<file path="src/rtl/fetch_pkg.sv">
// Shared types and constants for the instruction fetch controller.
package fetch_pkg;

  typedef enum logic [1:0] {
    S_BOOT  = 2'd0,
    S_REQ   = 2'd1,
    S_WAIT  = 2'd2,
    S_DRAIN = 2'd3
  } fetch_state_t;

  localparam logic [31:0] NOP_INSTR        = 32'h0000_0013;
  localparam logic [31:0] DEFAULT_RESET_PC = 32'h0000_0000;

endpackage

</file>
<file path="src/rtl/fetch_ctrl_instr_buf.sv">
// One-entry instruction buffer between fetch and decode.
module instr_buf
  import fetch_pkg::*;
#(
  parameter int PC_WIDTH    = 32,
  parameter int INSTR_WIDTH = 32
) (
  input  logic                   clk,
  input  logic                   rst,
  input  logic                   stall,
  input  logic                   load,
  input  logic                   flush,
  input  logic [INSTR_WIDTH-1:0] load_instr,
  input  logic [PC_WIDTH-1:0]    load_pc,
  output logic                   valid,
  output logic [INSTR_WIDTH-1:0] instr,
  output logic [PC_WIDTH-1:0]    instr_pc,
  output logic                   free
);

  logic consume;

  assign consume = valid & ~stall;
  assign free    = ~valid | ~stall;

  // Flush only drops the valid flag; the stale word is never presented as valid.
  always_ff @(posedge clk or posedge rst) begin
    if (rst) begin
      valid    <= 1'b0;
      instr    <= INSTR_WIDTH'(NOP_INSTR);
      instr_pc <= '0;
    end else if (flush) begin
      valid <= 1'b0;
    end else if (load) begin
      valid    <= 1'b1;
      instr    <= load_instr;
      instr_pc <= load_pc;
    end else if (consume) begin
      valid <= 1'b0;
    end
  end

endmodule

</file>
<file path="src/rtl/fetch_ctrl.sv">
// PC sequencing and single-outstanding instruction-memory fetch handshake.
//   state   | meaning
//   S_BOOT  | one idle cycle after reset release
//   S_REQ   | request PC while the output buffer is free
//   S_WAIT  | request granted, waiting for read data
//   S_DRAIN | waiting for a wrong-path response to discard
module fetch_ctrl
  import fetch_pkg::*;
#(
  parameter int                  PC_WIDTH    = 32,
  parameter int                  INSTR_WIDTH = 32,
  parameter logic [PC_WIDTH-1:0] RESET_PC    = PC_WIDTH'(DEFAULT_RESET_PC)
) (
  input  logic                   clk,
  input  logic                   rst,
  input  logic                   Stall,
  input  logic                   Redirect,
  input  logic [PC_WIDTH-1:0]    RedirectPC,
  output logic                   ImemReq,
  output logic [PC_WIDTH-1:0]    ImemAddr,
  input  logic                   ImemGnt,
  input  logic                   ImemRvalid,
  input  logic [INSTR_WIDTH-1:0] ImemRdata,
  output logic                   InstrValid,
  output logic [INSTR_WIDTH-1:0] Instr,
  output logic [PC_WIDTH-1:0]    InstrPC
);

  fetch_state_t          state;
  logic [PC_WIDTH-1:0]   pc;
  logic [PC_WIDTH-1:0]   req_pc;
  logic [PC_WIDTH-1:0]   redirect_tgt;
  logic                  buf_free;
  logic                  buf_load;
  logic                  buf_flush;
  logic                  req_accept;

  assign redirect_tgt = {RedirectPC[PC_WIDTH-1:2], 2'b00};
  assign ImemReq      = (state == S_REQ) && buf_free;
  assign ImemAddr     = pc;
  assign req_accept   = ImemReq && ImemGnt;
  assign buf_flush    = Redirect && (state != S_BOOT);
  assign buf_load     = (state == S_WAIT) && ImemRvalid && !Redirect;

  always_ff @(posedge clk or posedge rst) begin
    if (rst) begin
      state  <= S_BOOT;
      pc     <= RESET_PC;
      req_pc <= '0;
    end else if (state == S_BOOT) begin
      if (Redirect) pc <= redirect_tgt;
      state <= S_REQ;
    end else if (Redirect) begin
      pc <= redirect_tgt;
      case (state)
        S_REQ:   if (req_accept) state <= S_DRAIN;
        S_WAIT:  state <= ImemRvalid ? S_REQ : S_DRAIN;
        // The pending response arriving with a redirect still retires the drain.
        S_DRAIN: if (ImemRvalid) state <= S_REQ;
        default: state <= S_REQ;
      endcase
    end else begin
      case (state)
        S_REQ: begin
          if (req_accept) begin
            req_pc <= pc;
            pc     <= pc + PC_WIDTH'(4);
            state  <= S_WAIT;
          end
        end
        S_WAIT:  if (ImemRvalid) state <= S_REQ;
        S_DRAIN: if (ImemRvalid) state <= S_REQ;
        default: state <= S_REQ;
      endcase
    end
  end

  instr_buf #(
    .PC_WIDTH    (PC_WIDTH),
    .INSTR_WIDTH (INSTR_WIDTH)
  ) u_instr_buf (
    .clk        (clk),
    .rst        (rst),
    .stall      (Stall),
    .load       (buf_load),
    .flush      (buf_flush),
    .load_instr (ImemRdata),
    .load_pc    (req_pc),
    .valid      (InstrValid),
    .instr      (Instr),
    .instr_pc   (InstrPC),
    .free       (buf_free)
  );

endmodule

</file>
<file path="config.mk">
export PLATFORM = sky130hd
export DESIGN_NAME = fetch_ctrl
export DESIGN_NICKNAME = d
export VERILOG_FILES = /design/src/rtl/fetch_pkg.sv /design/src/rtl/fetch_ctrl_instr_buf.sv /design/src/rtl/fetch_ctrl.sv
export SDC_FILE = /design/constraint.sdc
export NUM_CORES = 1
export LEC_CHECK = 0
export CORE_MARGIN = 1.5
export CORE_UTILIZATION = 48
export CTS_CLUSTER_SIZE = 30
export DETAILED_ROUTE_END_ITERATION = 6
export MAX_ROUTING_LAYER = met4
export PLACE_DENSITY = 0.8
export SYNTH_ARGS = -nofsm -noshare
export SYNTH_HDL_FRONTEND = slang
export SYNTH_HIERARCHICAL = 1
export SYNTH_SLANG_ARGS = --single-unit
</file>
<file path="constraint.sdc">
create_clock -name clk -period 2.68 [get_ports clk]
set_input_delay 0.268 -clock clk [delete_from_list [all_inputs] [get_ports clk]]
set_output_delay 0.268 -clock clk [all_outputs]
set_load 0.05 [all_outputs]
</file>
==> impl_metrics.toml <==
[clock_network]
root_buffer = "clkbuf_16"
numCtsBuffers = 17
cts_tree = "yes"
cts_resized = 0
path_clk_slew_ns = 0.06
holdBufCountCts = 0
clock_latency_ns = 0.41
cts_setup_buffers = 0
cts.sinks = 127
cts_max_path_buffers = 2
htreeDepth = 4

[sta]
tightest_slew_ns = 1.186
worst_slack_ns = 0.4399
finalSetupTns_ns = 0
setup-violations-final = 0
slew_viol_final = 0
fin_crit_sh_pct = 83.58
finalClockSkew_ns = 0.01075
finalHoldViolCount = 0
min_period_ns = 2.240
clock.fmax_mhz = 446.4
relSlewSlack_pct = 20.78
rsz0062_at_grt = "false"

[power_and_ir_drop]
netSwitchingFraction_pct = 37.89
switching_power_mw = 3.119
total_power_mw = 8.232
leakage_nw = 3.680
p_int_mw = 5.113
ir_worst_vdd_mv = 0.3906
clock_power_share_pct = 28.4
power_frac_comb_pct = 36.6
powerDensity_nw_per_um2 = 979.7
seqPwrFrac_pct = 35.0

[routing]
drt-total-wl_um = 15710
num_vias = 4854
vias_per_cell = 5.503
drt_iter0_drc = 440
post-route-drc-count = 0
drt-wirelength-per-cell_um = 17.81
antenna_left = 0
dr.pass1.iters = 5

[synth]
avgSynthCellArea_um2 = 11.31
yosys.cell_types.count = 50
netlist_area_um2 = 5969
ys_seq_area_share_pct = 53.30
ys_ff_latch = 127
async_flop_share_pct = 100.0
yosys_most_used_dff = "dfrtp_1"
synth_edf_count = 0
synthCells = 528
ys_warn_count = 6

[layout]
mostFrequentLayoutCells = "clkdlybuf4s50_1 (163), dfrtp_1 (124), nand2_1 (104)"
nets = 772
areaGrowthSynthToFinish_pct = 40.75
n_antenna_cell = 0
layout-drive-gt1-share_pct = 18.35
fill_cells = 892
layout_commonest_cell = "clkdlybuf4s50_1"
finalNonFillerCells = 882

[global_route]
overflow = 0
use_met1_pct = 31.93
grt_max_degree = 37
grt_pass1_vias = 4863
use_met2_pct = 41.28
antenna_found_initial = 0
top_usage_layer = "met2"
grt_pass1_wl_um = 24960
grt_util_all_layers_pct = 25.22
grt_util_met3_pct = 4.711

[worst_setup_path]
r2r_cells = 4
rrSetupSlack_ns = 0.44
rr_startpoint = "ImemAddr[18]$_DFFE_PP0P_"
critPathCaptureType = "flop"
cpPeakStageDelay_ns = 0.62
required_ns = 2.99
crit_fanout = 12
crit_chain = "and4_1, nand3_1, or4_1, a211oi_1"
cp.arrival_ns = 2.55
startpoint_type = "flop"
regToRegEndpoint = "ImemAddr[28]$_DFFE_PP0P_"
crit_type = "reg -> reg"
cp_slowest_cell = "or4_1"

[floorplan]
rows = 40
chipWidth_um = 114.5
start_util_pct = 49.49
dieArea_um2 = 13110
core-area_um2 = 12060
fp.dieH_um = 114.5
ios = 168

[placed_design]
dp_slack_ns = 0.3274
finalWeightedCongestion = 0.9016
place_hpwl_um = 11160
placed_cells = 850
portBuffers = 163

[run_status]
status = "finished, final reports clean"

[run]
max_cap_violations = 0

[min_path]
hold_path.class = "in -> async"
==> metal layers <==
layer  routed length (µm)  vias up
li1                     -     2238
met1                 6623     2366
met2                 7777      228
met3                 1088       22
met4                  223        0
met5                    0        -
==> how the worst max path moves through the flow <==
stage | slack, ns | startpoint | endpoint
final | 0.44 | ImemAddr[18]$_DFFE_PP0P_ | ImemAddr[28]$_DFFE_PP0P_
after global routing | 0.37 | ImemAddr[18]$_DFFE_PP0P_ | ImemAddr[28]$_DFFE_PP0P_
after CTS | 0.46 | ImemAddr[6]$_DFFE_PP0P_ | ImemAddr[29]$_DFFE_PP0P_
after detailed placement | 0.33 | Redirect | ImemAddr[7]$_DFFE_PP0P_
after global placement | 0.36 | Redirect | ImemAddr[7]$_DFFE_PP0P_
after floorplan | 0.40 | ImemAddr[2]$_DFFE_PP0P_ | ImemAddr[28]$_DFFE_PP0P_
==> cells by family (layout without fill, tap and decap cells) <==
group,count (synthesis),in the layout,synth area share (%)
other,1,4,0.06282
AO/OA/AOI/OAI,80,80,8.741
adder cells (fa/ha/maj),1,1,0.2096
buffers and inverters,46,229,4.988
multiplexers,64,64,15.85
AND/OR/NAND/NOR,209,209,16.85
flip-flops,127,127,53.30
==> cells in the mapped netlist (2+ instances only) <==
library cell  number  area share (%)
mux2_2             4            0.75
a22oi_1            6            0.75
or4_1              4            0.50
nor2_1            21             1.3
buf_4              2            0.25
dfstp_2            3             1.3
or3_1              2            0.21
nor3_1            17             1.4
nand2b_1           2            0.21
o21ai_0           17             1.4
nand3_1           19             1.6
o211ai_1           5            0.63
nand4_1           10             1.0
o22a_1             2            0.29
a311oi_1           3            0.44
and4_1             7             1.0
o22ai_1            9            0.94
nand2_1          104             6.5
clkbuf_1          25             1.6
and3_1             4            0.42
nor4_1             9            0.94
a21oi_1           17             1.4
a31oi_1            5            0.52
mux2_4            60              15
a221o_1            2            0.34
nand4b_1           3            0.44
buf_12             7             2.3
buf_2              3            0.25
o311ai_0           2            0.29
dfrtp_1          124              52
a211oi_1           3            0.38
inv_1              9            0.57
==> sequential cells by signal, indices dropped and copies added (netlist names) <==
| register | flops |
|---|---|
| u_instr_buf/instr | 32 |
| ImemAddr | 30 |
| state | 2 |
| u_instr_buf/valid | 1 |
| req_pc | 30 |
| u_instr_buf/instr_pc | 32 |
==> per-stage QoR <==
stage / hold slack [ns] / utilization, % / cell area [µm²]
2_1_floorplan: 0.4046 / - / 5981
3_3_place_gp: 0.4568 / 64.66 / 7799
3_5_place_dp: 0.4637 / 64.66 / 7799
4_1_cts: 0.3258 / 69.66 / 8402
5_1_grt: 0.3578 / 69.66 / 8402
6_report: 0.3080 / 69.66 / 8402
==> area by class of cell <==
class / count / area [µm²] / share of cell area (%)
clock buffers: 19 / 442.9 / 5.272
clock inverters: 13 / 160.2 / 1.906
inverters: 9 / 33.78 / 0.4021
multi-input cells: 358 / 2504 / 29.80
flip-flops and latches: 127 / 3182 / 37.87
well taps: 168 / 210.2 / 2.502
repair buffers: 188 / 1869 / 22.25
==> worst max-delay path: cells and delay by family, from the launching register on <==
kind | cells | cell delay (ns)
compound gates | 1 | 0.24
flops | 1 | 0.49
simple gates | 3 | 1.41
==> power by group through the flow <==
| stage | sequential, mW | combinational (mW) | clock (mW) |
|---|---|---|---|
| finish | 2.88 | 3.01 | 2.33 |
| global route | 2.95 | 3.16 | 2.48 |
| CTS | 2.88 | 3.03 | 2.37 |
| detailed placement | 2.91 | 3.01 | 0 |
| global placement | 2.87 | 2.96 | 0 |
| floorplan | 3.96 | 0.872 | 0 |
Note: power is estimated with default switching activity, not from simulation.
